`src/rtl/face_link_pkg.sv`:
```
// Shared encodings for the camera/host face handshake: command/status codes,
// packet length and the receiver state type.
package face_link_pkg;

    localparam logic [1:0] SIG_IDLE  = 2'd0;
    localparam logic [1:0] SIG_REQ   = 2'd1;
    localparam logic [1:0] SIG_ACK   = 2'd2;
    localparam logic [1:0] SIG_START = 2'd3;

    localparam int NUM_WORDS = 10;

    typedef enum logic [2:0] {
        IDLE,
        START,
        REQ,
        ACK,
        RELEASE,
        DONE,
        ERR
    } rx_state_t;

endpackage

```
`src/rtl/face_rx_watchdog.sv`:
```
// Wait-state watchdog: counts cycles while run is high, restarts on clear,
// and flags expiry on the last allowed cycle so the FSM can leave on that edge.
module face_rx_watchdog #(
    parameter int TIMEOUT_CYCLES = 2**20
) (
    input  logic clk,
    input  logic rst,
    input  logic run,
    input  logic clear,
    output logic expire
);

    localparam int CW = (TIMEOUT_CYCLES > 1) ? $clog2(TIMEOUT_CYCLES) : 1;

    logic [CW-1:0] count;

    always_ff @(posedge clk or posedge rst) begin
        if (rst) begin
            count <= '0;
        end else if (clear || !run) begin
            count <= '0;
        end else begin
            count <= count + CW'(1);
        end
    end

    assign expire = run && (count == CW'(TIMEOUT_CYCLES - 1));

endmodule

```
`src/rtl/face_packet_receiver.sv`:
```
// Host-side initiator of the face handshake: requests a capture, pulls ten
// words from the camera-side responder and holds them for random-access reads.
module face_packet_receiver
    import face_link_pkg::*;
#(
    parameter int TIMEOUT_CYCLES = 2**20,
    parameter int WORD_W         = 30
) (
    input  logic              Clk,
    input  logic              Reset,
    input  logic              start,
    input  logic              abort,
    input  logic [1:0]        to_sw_sig,
    input  logic [WORD_W-1:0] to_sw_port,
    output logic [1:0]        to_hw_sig,
    output logic [WORD_W-1:0] to_hw_port,
    input  logic [3:0]        rd_idx,
    output logic [WORD_W-1:0] rd_data,
    output logic [5:0]        face_num,
    output logic              packet_valid,
    output logic              busy,
    output logic              timeout_err,
    output logic              fmt_err,
    output rx_state_t         state
);

    // Handshake: each level of to_hw_sig is held until the responder answers
    // with the matching to_sw_sig level; both sides sample on the same Clk edge.

    logic [WORD_W-1:0] words [NUM_WORDS];
    logic [3:0]        idx;
    logic              wd_run;
    logic              wd_leave;
    logic              wd_expire;

    assign wd_run = (state == START) || (state == REQ) || (state == ACK);

    // Any transition out of a waiting state restarts the watchdog.
    always_comb begin
        wd_leave = abort || wd_expire;
        case (state)
            START:   if (to_sw_sig == SIG_ACK) wd_leave = 1'b1;
            REQ:     if (to_sw_sig == SIG_REQ || to_sw_sig == SIG_START) wd_leave = 1'b1;
            ACK:     if (to_sw_sig == SIG_IDLE || to_sw_sig == SIG_START) wd_leave = 1'b1;
            default: ;
        endcase
    end

    face_rx_watchdog #(
        .TIMEOUT_CYCLES(TIMEOUT_CYCLES)
    ) u_watchdog (
        .clk   (Clk),
        .rst   (Reset),
        .run   (wd_run),
        .clear (wd_leave),
        .expire(wd_expire)
    );

    always_ff @(posedge Clk or posedge Reset) begin
        if (Reset) begin
            state        <= IDLE;
            idx          <= '0;
            to_hw_sig    <= SIG_IDLE;
            packet_valid <= 1'b0;
            busy         <= 1'b0;
            timeout_err  <= 1'b0;
            fmt_err      <= 1'b0;
            for (int i = 0; i < NUM_WORDS; i++) words[i] <= '0;
        end else if (abort) begin
            state        <= IDLE;
            to_hw_sig    <= SIG_IDLE;
            packet_valid <= 1'b0;
            busy         <= 1'b0;
        end else begin
            case (state)
                IDLE, DONE, ERR: begin
                    if (start) begin
                        state        <= START;
                        to_hw_sig    <= SIG_START;
                        busy         <= 1'b1;
                        packet_valid <= 1'b0;
                        timeout_err  <= 1'b0;
                        fmt_err      <= 1'b0;
                        idx          <= '0;
                    end
                end
                START: begin
                    if (wd_expire) begin
                        state       <= ERR;
                        to_hw_sig   <= SIG_IDLE;
                        busy        <= 1'b0;
                        timeout_err <= 1'b1;
                    end else if (to_sw_sig == SIG_ACK) begin
                        state     <= REQ;
                        to_hw_sig <= SIG_REQ;
                    end
                end
                REQ: begin
                    if (wd_expire || to_sw_sig == SIG_START) begin
                        state       <= ERR;
                        to_hw_sig   <= SIG_IDLE;
                        busy        <= 1'b0;
                        timeout_err <= 1'b1;
                    end else if (to_sw_sig == SIG_REQ) begin
                        words[idx] <= to_sw_port;
                        state      <= ACK;
                        to_hw_sig  <= SIG_ACK;
                    end
                end
                ACK: begin
                    if (wd_expire || to_sw_sig == SIG_START) begin
                        state       <= ERR;
                        to_hw_sig   <= SIG_IDLE;
                        busy        <= 1'b0;
                        timeout_err <= 1'b1;
                    end else if (to_sw_sig == SIG_IDLE) begin
                        to_hw_sig <= SIG_REQ;
                        if (idx == 4'(NUM_WORDS - 1)) begin
                            state <= RELEASE;
                        end else begin
                            idx   <= idx + 4'd1;
                            state <= REQ;
                        end
                    end
                end
                RELEASE: begin
                    // The single extra request cycle lets the responder fall back to idle.
                    state        <= DONE;
                    to_hw_sig    <= SIG_IDLE;
                    busy         <= 1'b0;
                    packet_valid <= 1'b1;
                    fmt_err      <= |words[0][WORD_W-1:6];
                end
                default: begin
                    state     <= IDLE;
                    to_hw_sig <= SIG_IDLE;
                    busy      <= 1'b0;
                end
            endcase
        end
    end

    always_comb begin
        rd_data = '0;
        if (rd_idx < 4'(NUM_WORDS)) rd_data = words[rd_idx];
    end

    assign face_num   = words[0][5:0];
    assign to_hw_port = '0;

endmodule
```
`config.mk`:
```
export PLATFORM = sky130hd
export DESIGN_NAME = face_packet_receiver
export DESIGN_NICKNAME = d
export VERILOG_FILES = /design/src/rtl/face_link_pkg.sv /design/src/rtl/face_rx_watchdog.sv /design/src/rtl/face_packet_receiver.sv
export SDC_FILE = /design/constraint.sdc
export NUM_CORES = 1
export LEC_CHECK = 0
export BUFFER_PORTS_ARGS = -buffer_cell sky130_fd_sc_hd__buf_2
export CAP_MARGIN = 0
export CORE_ASPECT_RATIO = 0.5
export CORE_UTILIZATION = 50
export CTS_BUF_LIST = sky130_fd_sc_hd__clkbuf_2
export DETAILED_ROUTE_END_ITERATION = 12
export PLACE_DENSITY = 0.71
export SYNTH_ARGS = -nofsm -noshare
export SYNTH_HDL_FRONTEND = slang
export SYNTH_HIERARCHICAL = 1
export SYNTH_SLANG_ARGS = --single-unit
```
`constraint.sdc`:
```
create_clock -name Clk -period 8.4 [get_ports Clk]
set_clock_uncertainty 0.05 [all_clocks]
set_input_delay 0.42 -clock Clk [delete_from_list [all_inputs] [get_ports Clk]]
set_output_delay 0.42 -clock Clk [all_outputs]
set_load 0.02 [all_outputs]
```
==> results of run 1 <==
==> flip-flops by register name, indices dropped and copies added (netlist names) <==
| register | cells |
|---|---|
| idx | 4 |
| fmt_err | 1 |
| busy | 1 |
| to_hw_sig | 2 |
| timeout_err | 1 |
| packet_valid | 1 |
| state | 3 |
| u_watchdog/count | 20 |
| face_num | 6 |
| words | 294 |
==> metrics by stage <==
step                hold slack [ps]  setup WS (ps)  power (mW)  instance area, µm²
finish                          117           4550        3.54               17600
global route                   86.8           4340        3.73               17600
CTS                            48.8           4580        3.58               17600
detailed placement              421           4570        2.58               16600
global placement                415           4670        2.55               16600
floorplan                       334           3760        2.41               16200
==> worst max path at each step <==
stage | slack (ps) | end | cells after the start
floorplan | 3760 | busy | 1
global placement | 4670 | words[40] | 9
detailed placement | 4570 | words[48] | 9
CTS | 4580 | words[39] | 9
global route | 4340 | words[258] | 9
finish | 4550 | words[45] | 9
==> synthesized netlist by cell type (9+ instances only) <==
library cell    n  share of area
dfrtp_1       333           0.52
mux2_2        302           0.21
mux4_2         60          0.084
nand2_1        52          0.012
a21oi_1        45          0.014
clkbuf_1       41         0.0095
buf_4          39          0.018
buf_1          32         0.0075
a221oi_1       31          0.017
mux2_4         30          0.028
buf_2          27         0.0084
nor2_1         23         0.0054
inv_1          18         0.0042
nor4_1         13         0.0050
nand3_1        10         0.0031
xnor2_1         9         0.0049
==> cell type report <==
| class | instances | area, µm² | area share |
|---|---|---|---|
| Tap cell | 432 | 541 | 0.0306 |
| Antenna cell | 5 | 12.5 | 0.000709 |
| Clock buffer | 112 | 561 | 0.0318 |
| Inverter | 19 | 75.1 | 0.00426 |
| Clock inverter | 14 | 63.8 | 0.00362 |
| Multi-Input combinational cell | 706 | 7110 | 0.403 |
| Sequential cell | 333 | 8330 | 0.472 |
| Timing Repair Buffer | 140 | 946 | 0.0536 |
==> power by group <==
group          switching [mW]  internal (mW)
clock network           0.626          0.350
registers               0.142           1.76
logic                   0.342          0.315
==> per-layer routing <==
| metal | share of wire | vias to the layer above | routed length (µm) |
|---|---|---|---|
| met5 | 0 | - | 0 |
| met4 | 0.019 | 0 | 697 |
| met3 | 0.043 | 65 | 1570 |
| met2 | 0.48 | 277 | 17600 |
| met1 | 0.46 | 5302 | 16600 |
| li1 | - | 4478 | - |
==> layout by cell type (no fill, tap or decap), types with 7 or more instances in the layout <==
cell type	n
dfrtp_1	333
mux2_2	302
clkbuf_2	112
buf_2	83
mux4_2	60
nand2_1	52
a21oi_1	45
dlygate4sd3_1	36
a221oi_1	31
mux2_4	30
conb_1	30
nor2_1	22
buf_4	20
inv_1	17
nor4_1	13
clkinv_1	11
nand3_1	10
xnor2_1	9
nand4_1	8
o21ai_0	7
==> worst min-delay path, cell delays in order <==
cell           delay, ps
dlygate4sd3_1        530
buf_2                140
inv_1                540
==> cells by family (layout without fill, tap and decap cells) <==
logic type | count (synthesis) | after routing | share of synthesized area
XOR/XNOR | 13 | 13 | 0.00706
buffers and inverters | 161 | 285 | 0.0501
other | 1 | 35 | 0.000233
flip-flops | 333 | 333 | 0.517
AND/OR/NAND/NOR | 151 | 151 | 0.0497
multiplexers | 397 | 397 | 0.326
AO/OA/AOI/OAI | 110 | 110 | 0.0461
adder cells (fa/ha/maj) | 5 | 5 | 0.00388
==> metrics.csv, run 1 <==
metric,value,unit
synth warn,6,
CTS HTree Levels,3,
IO Count,115,
CP max stage delay,810,ps
ys async rst share,1.00,
Final nets,1321,
fillcell total,2587,
Setup crit start kind,flip-flop,
die footprint,33000,µm²
drt drc,0,
Avg WL per Cell,20.7,µm
CTS tree,yes,
Vert. Die Dim,129,µm
largest net degree at the start of global routing,171,
share of layout cells above drive strength 1,0.471,
Peak VDD IR,75.6,µV
HP Class,in2async,
crit path DAT,4630,ps
Setup Viol. Count Final,0,
Post-synth EDFFs,0,
initial core utilization,0.508,
Core Footprint,31700,µm²
Synth Cell Area,16100,µm²
Synth Area per Inst,13.8,µm²
clk slew on worst S/H paths,120,ps
clk root buf,clkbuf_2,
library cells used by synthesis,62,
register bit total from synthesis,333,
CP max FO,20,
Most Crowded Layer GR,met2,
initial antenna violation count,2,
TritonCTS Sinks,333,
routability cong.,0.809,
crit path buf inv count,1,
vias in the first global route,10669,
Slowest cell on crit path,nor4b_4,
Worst-Margin Slew,1210,ps
critical-path cell list,ha_1 > nand3_1 > or4_1 > nor2_1 > or3_1 > or2_1 > nor4b_4 > buf_4 > mux2_2,
status,finished clean,
max-cap viol count,0,
port bufs,84,
Layout area overhead,9.44,%
register area share after synthesis,0.517,
Setup Buffers After CTS,0,
P_leak,8.73,nW
die width,256,µm
Hold Buf Count CTS,36,
Max Fclk,260,MHz
PwrDens,201,nW/µm²
DR pass1 iterations,5,
vias,10122,
Mapped Cells,1171,
Worst-Skew Late Latency,950,ps
max_slew headroom,0.194,
Post-DRT Antenna Nets,0,
cts repair resizes,0,
final hold violations,0,
CTS Buf Count,76,
first-pass GRT wire length,58700,µm
fin crit period,3850,ps
Most used DFF post-synth,dfrtp_1,
DRT iter0 DRCs,735,
Max Slew Vio Count,0,
met3 usage,0.0544,
vias per cell,5.75,
worst flop-to-flop path startpoint,u_watchdog/count[1],
met2 Resource Use GR,0.372,
crit end category,flip-flop,
Detailed Route WL,36400,µm
R2R setup slack,4550,ps
routing usage on met1,0.308,
RSZ-0062 raised after global routing,no,
Worst R2R End,words[45],
setup_tns,0,ps
total track usage,0.229,
crit path kind,reg2reg,
Finished Core Util,0.556,
num rows,46,
Inst Count DP,1594,
clock tree buffer depth,3,
worst path required time,9180,ps
family with the most delay on the worst path,simple AND/OR/NAND/NOR gates,
DPL Wire Length,21100,µm
Worst Reg-to-Reg Cells,9,
Final Instance Count excl. Fillers,1761,
final clock period utilization by the worst path,0.459,
launch point of the worst path,u_watchdog/count[1],
total gr overflow,0,
Power figures use the tool's default switching activity.
==> run 2, diff against run 1 <==
PLACE_DENSITY = 0.68   (was 0.71)
clock period = 3.9 ns   (was 8.4 ns; I/O delays follow)
==> metrics.csv, run 2 (synthesized netlist as in run 1, its figures left out) <==
metric,value,unit,change
setup_tns,0,ps,unchanged
crit path kind,reg2reg,,unchanged
Min Hold Slack,103,ps,was 117 ps
vias per cell,5.71,,was 5.75
initial core utilization,0.508,,unchanged
num rows,46,,unchanged
Layout area overhead,12.5,%,was 9.44%
Setup Viol. Count Final,0,,unchanged
switching share of power,0.313,,was 0.314
routability cong.,0.837,,was 0.809
Largest register FFs,294,,unchanged
clk root buf,clkbuf_2,,unchanged
CTS tree,yes,,unchanged
Slowest cell on crit path,or4_1,,was nor4b_4
HP Class,in2reg,,was in2async
RSZ-0062 raised after global routing,no,,unchanged
fin crit period,3350,ps,was 3850 ps
Max Slew Vio Count,0,,unchanged
CP max FO,13,,was 20
final hold violations,0,,unchanged
Worst Reg-to-Reg Cells,9,,unchanged
final clock period utilization by the worst path,0.859,,was 0.459
family with the most delay on the worst path,simple AND/OR/NAND/NOR gates,,unchanged
Max Fclk,298,MHz,was 260 MHz
Detailed Route WL,37400,µm,"was 36,400 µm"
register area,8330,µm²,unchanged
status,finished clean,,unchanged
total track usage,0.237,,was 0.229
clk slew on worst S/H paths,110,ps,was 120 ps
setup ws final,549,ps,was 4550 ps
Multi-input gate area,7110,µm²,unchanged
largest net degree at the start of global routing,145,,was 171
Setup crit start kind,flip-flop,,unchanged
initial antenna violation count,3,,was 2
fillcell total,2549,,"was 2,587"
Core Footprint,31700,µm²,unchanged
Crit path depth,9,,unchanged
crit path DAT,4150,ps,was 4630 ps
Final nets,1357,,"was 1,321"
Worst-Margin Slew,884,ps,was 1210 ps
CTS HTree Levels,3,,unchanged
worst path required time,4700,ps,was 9180 ps
sequential power share,0.525,,was 0.539
IO Count,115,,unchanged
crit end category,flip-flop,,unchanged
Int Pwr,5.35,mW,was 2.43 mW
share of layout cells above drive strength 1,0.467,,was 0.471
vias,10298,,"was 10,122"
power consumption,7.79,mW,was 3.54 mW
Comb power frac,0.187,,was 0.186
clock tree buffer depth,3,,unchanged
crit path buf inv count,1,,unchanged
DRT iter0 DRCs,665,,was 735
die footprint,33000,µm²,unchanged
P_leak,8.96,nW,was 8.73 nW
first-pass GRT wire length,60500,µm,"was 58,700 µm"
post-placement setup slack,537,ps,was 4570 ps
most frequent cells in the layout,"dfrtp_1, mux2_2, clkbuf_2",,unchanged
Vert. Die Dim,129,µm,unchanged
vias in the first global route,10991,,"was 10,669"
clock share of power,0.288,,was 0.276
Worst-Skew Late Latency,990,ps,was 950 ps
switching pwr,2.43,mW,was 1.11 mW
Avg WL per Cell,20.8,µm,was 20.7 µm
total gr overflow,0,,unchanged
DR pass1 iterations,4,,was 5
PwrDens,429,nW/µm²,was 201 nW/µm²
TritonCTS Sinks,333,,unchanged
"commonest non-fill, non-tap cell in the layout",dfrtp_1,,unchanged
CP max stage delay,610,ps,was 810 ps
max-cap viol count,0,,unchanged
cts repair resizes,0,,unchanged
drt drc,0,,unchanged
Peak VDD IR,180,µV,was 75.6 µV
port bufs,84,,unchanged
critical-path cell list,ha_1 > nand3_1 > or4_1 > nor2_1 > or3_1 > or2_1 > or3_4 > buf_4 > mux2_4,,was ha_1 > nand3_1 > or4_1 > nor2_1 > or3_1 > or2_1 > nor4b_4 > buf_4 > mux2_2
die width,256,µm,unchanged
Post-DRT Antenna Nets,0,,unchanged
Top reg by flops,words,,unchanged
DPL Wire Length,22000,µm,"was 21,100 µm"
CTS Buf Count,76,,unchanged
hold depth,3,,
max_slew headroom,0.411,,was 0.194
run 2: power by group through the flow:
stage / sequential, mW / clock [mW] / combinational [mW]
3_3_place_gp: 4.12 / 0 / 1.37
4_1_cts: 4.08 / 2.31 / 1.47
3_5_place_dp: 4.15 / 0 / 1.41
5_1_grt: 4.13 / 2.49 / 1.59
2_1_floorplan: 4.07 / 0 / 1.12
6_report: 4.09 / 2.24 / 1.46
run 2: through the flow:
stage          utilization  cells  instance area, µm²
3_3_place_gp         0.530   1603               16800
2_1_floorplan            -   1200               16200
3_5_place_dp         0.530   1603               16800
5_1_grt              0.572   1801               18100
6_report             0.572   1802               18100
4_1_cts              0.571   1797               18100
run 2: final cells by class:
class,count,share of cell area
Multi-Input combinational cell,706,0.392
Tap cell,432,0.0298
Antenna cell,5,0.000690
Clock inverter,17,0.00587
Sequential cell,333,0.460
Clock buffer,114,0.0315
Inverter,19,0.00414
Timing Repair Buffer,176,0.0763
run 2: worst reg2reg max path: cells and delay by family, from the launching register on:
kind          cells  cell delay (ps)
mux               1              310
simple gates      6             2040
buf+inv           1              260
flops             1              410
fa+ha+maj         1              210
run 2: layer usage:
metal	global-route usage	share of wire
met1	0.325	0.45
met2	0.374	0.48
met3	0.0607	0.051
met4	0.0719	0.018
met5	0	0
run 2: timing repair:
| action | CTS | global route |
|---|---|---|
| buffers inserted | 0 | 0 |
| setup endpoints to repair | 0 | 0 |
| hold endpoints to repair | 653 | 0 |
| hold buffers | 63 | 0 |
run 2: path summary, 6_finish.rpt:
path | from | end | slack, ps
max | u_watchdog/count[0] | words[95] | 550
min | to_sw_port[2] | words[92] | 100
max reg2reg | u_watchdog/count[0] | words[95] | 550
min reg2reg | words[24] | words[24] | 440
max in group asynchronous | Reset | face_num[0] | 2370
min in group asynchronous | Reset | words[108] | 360
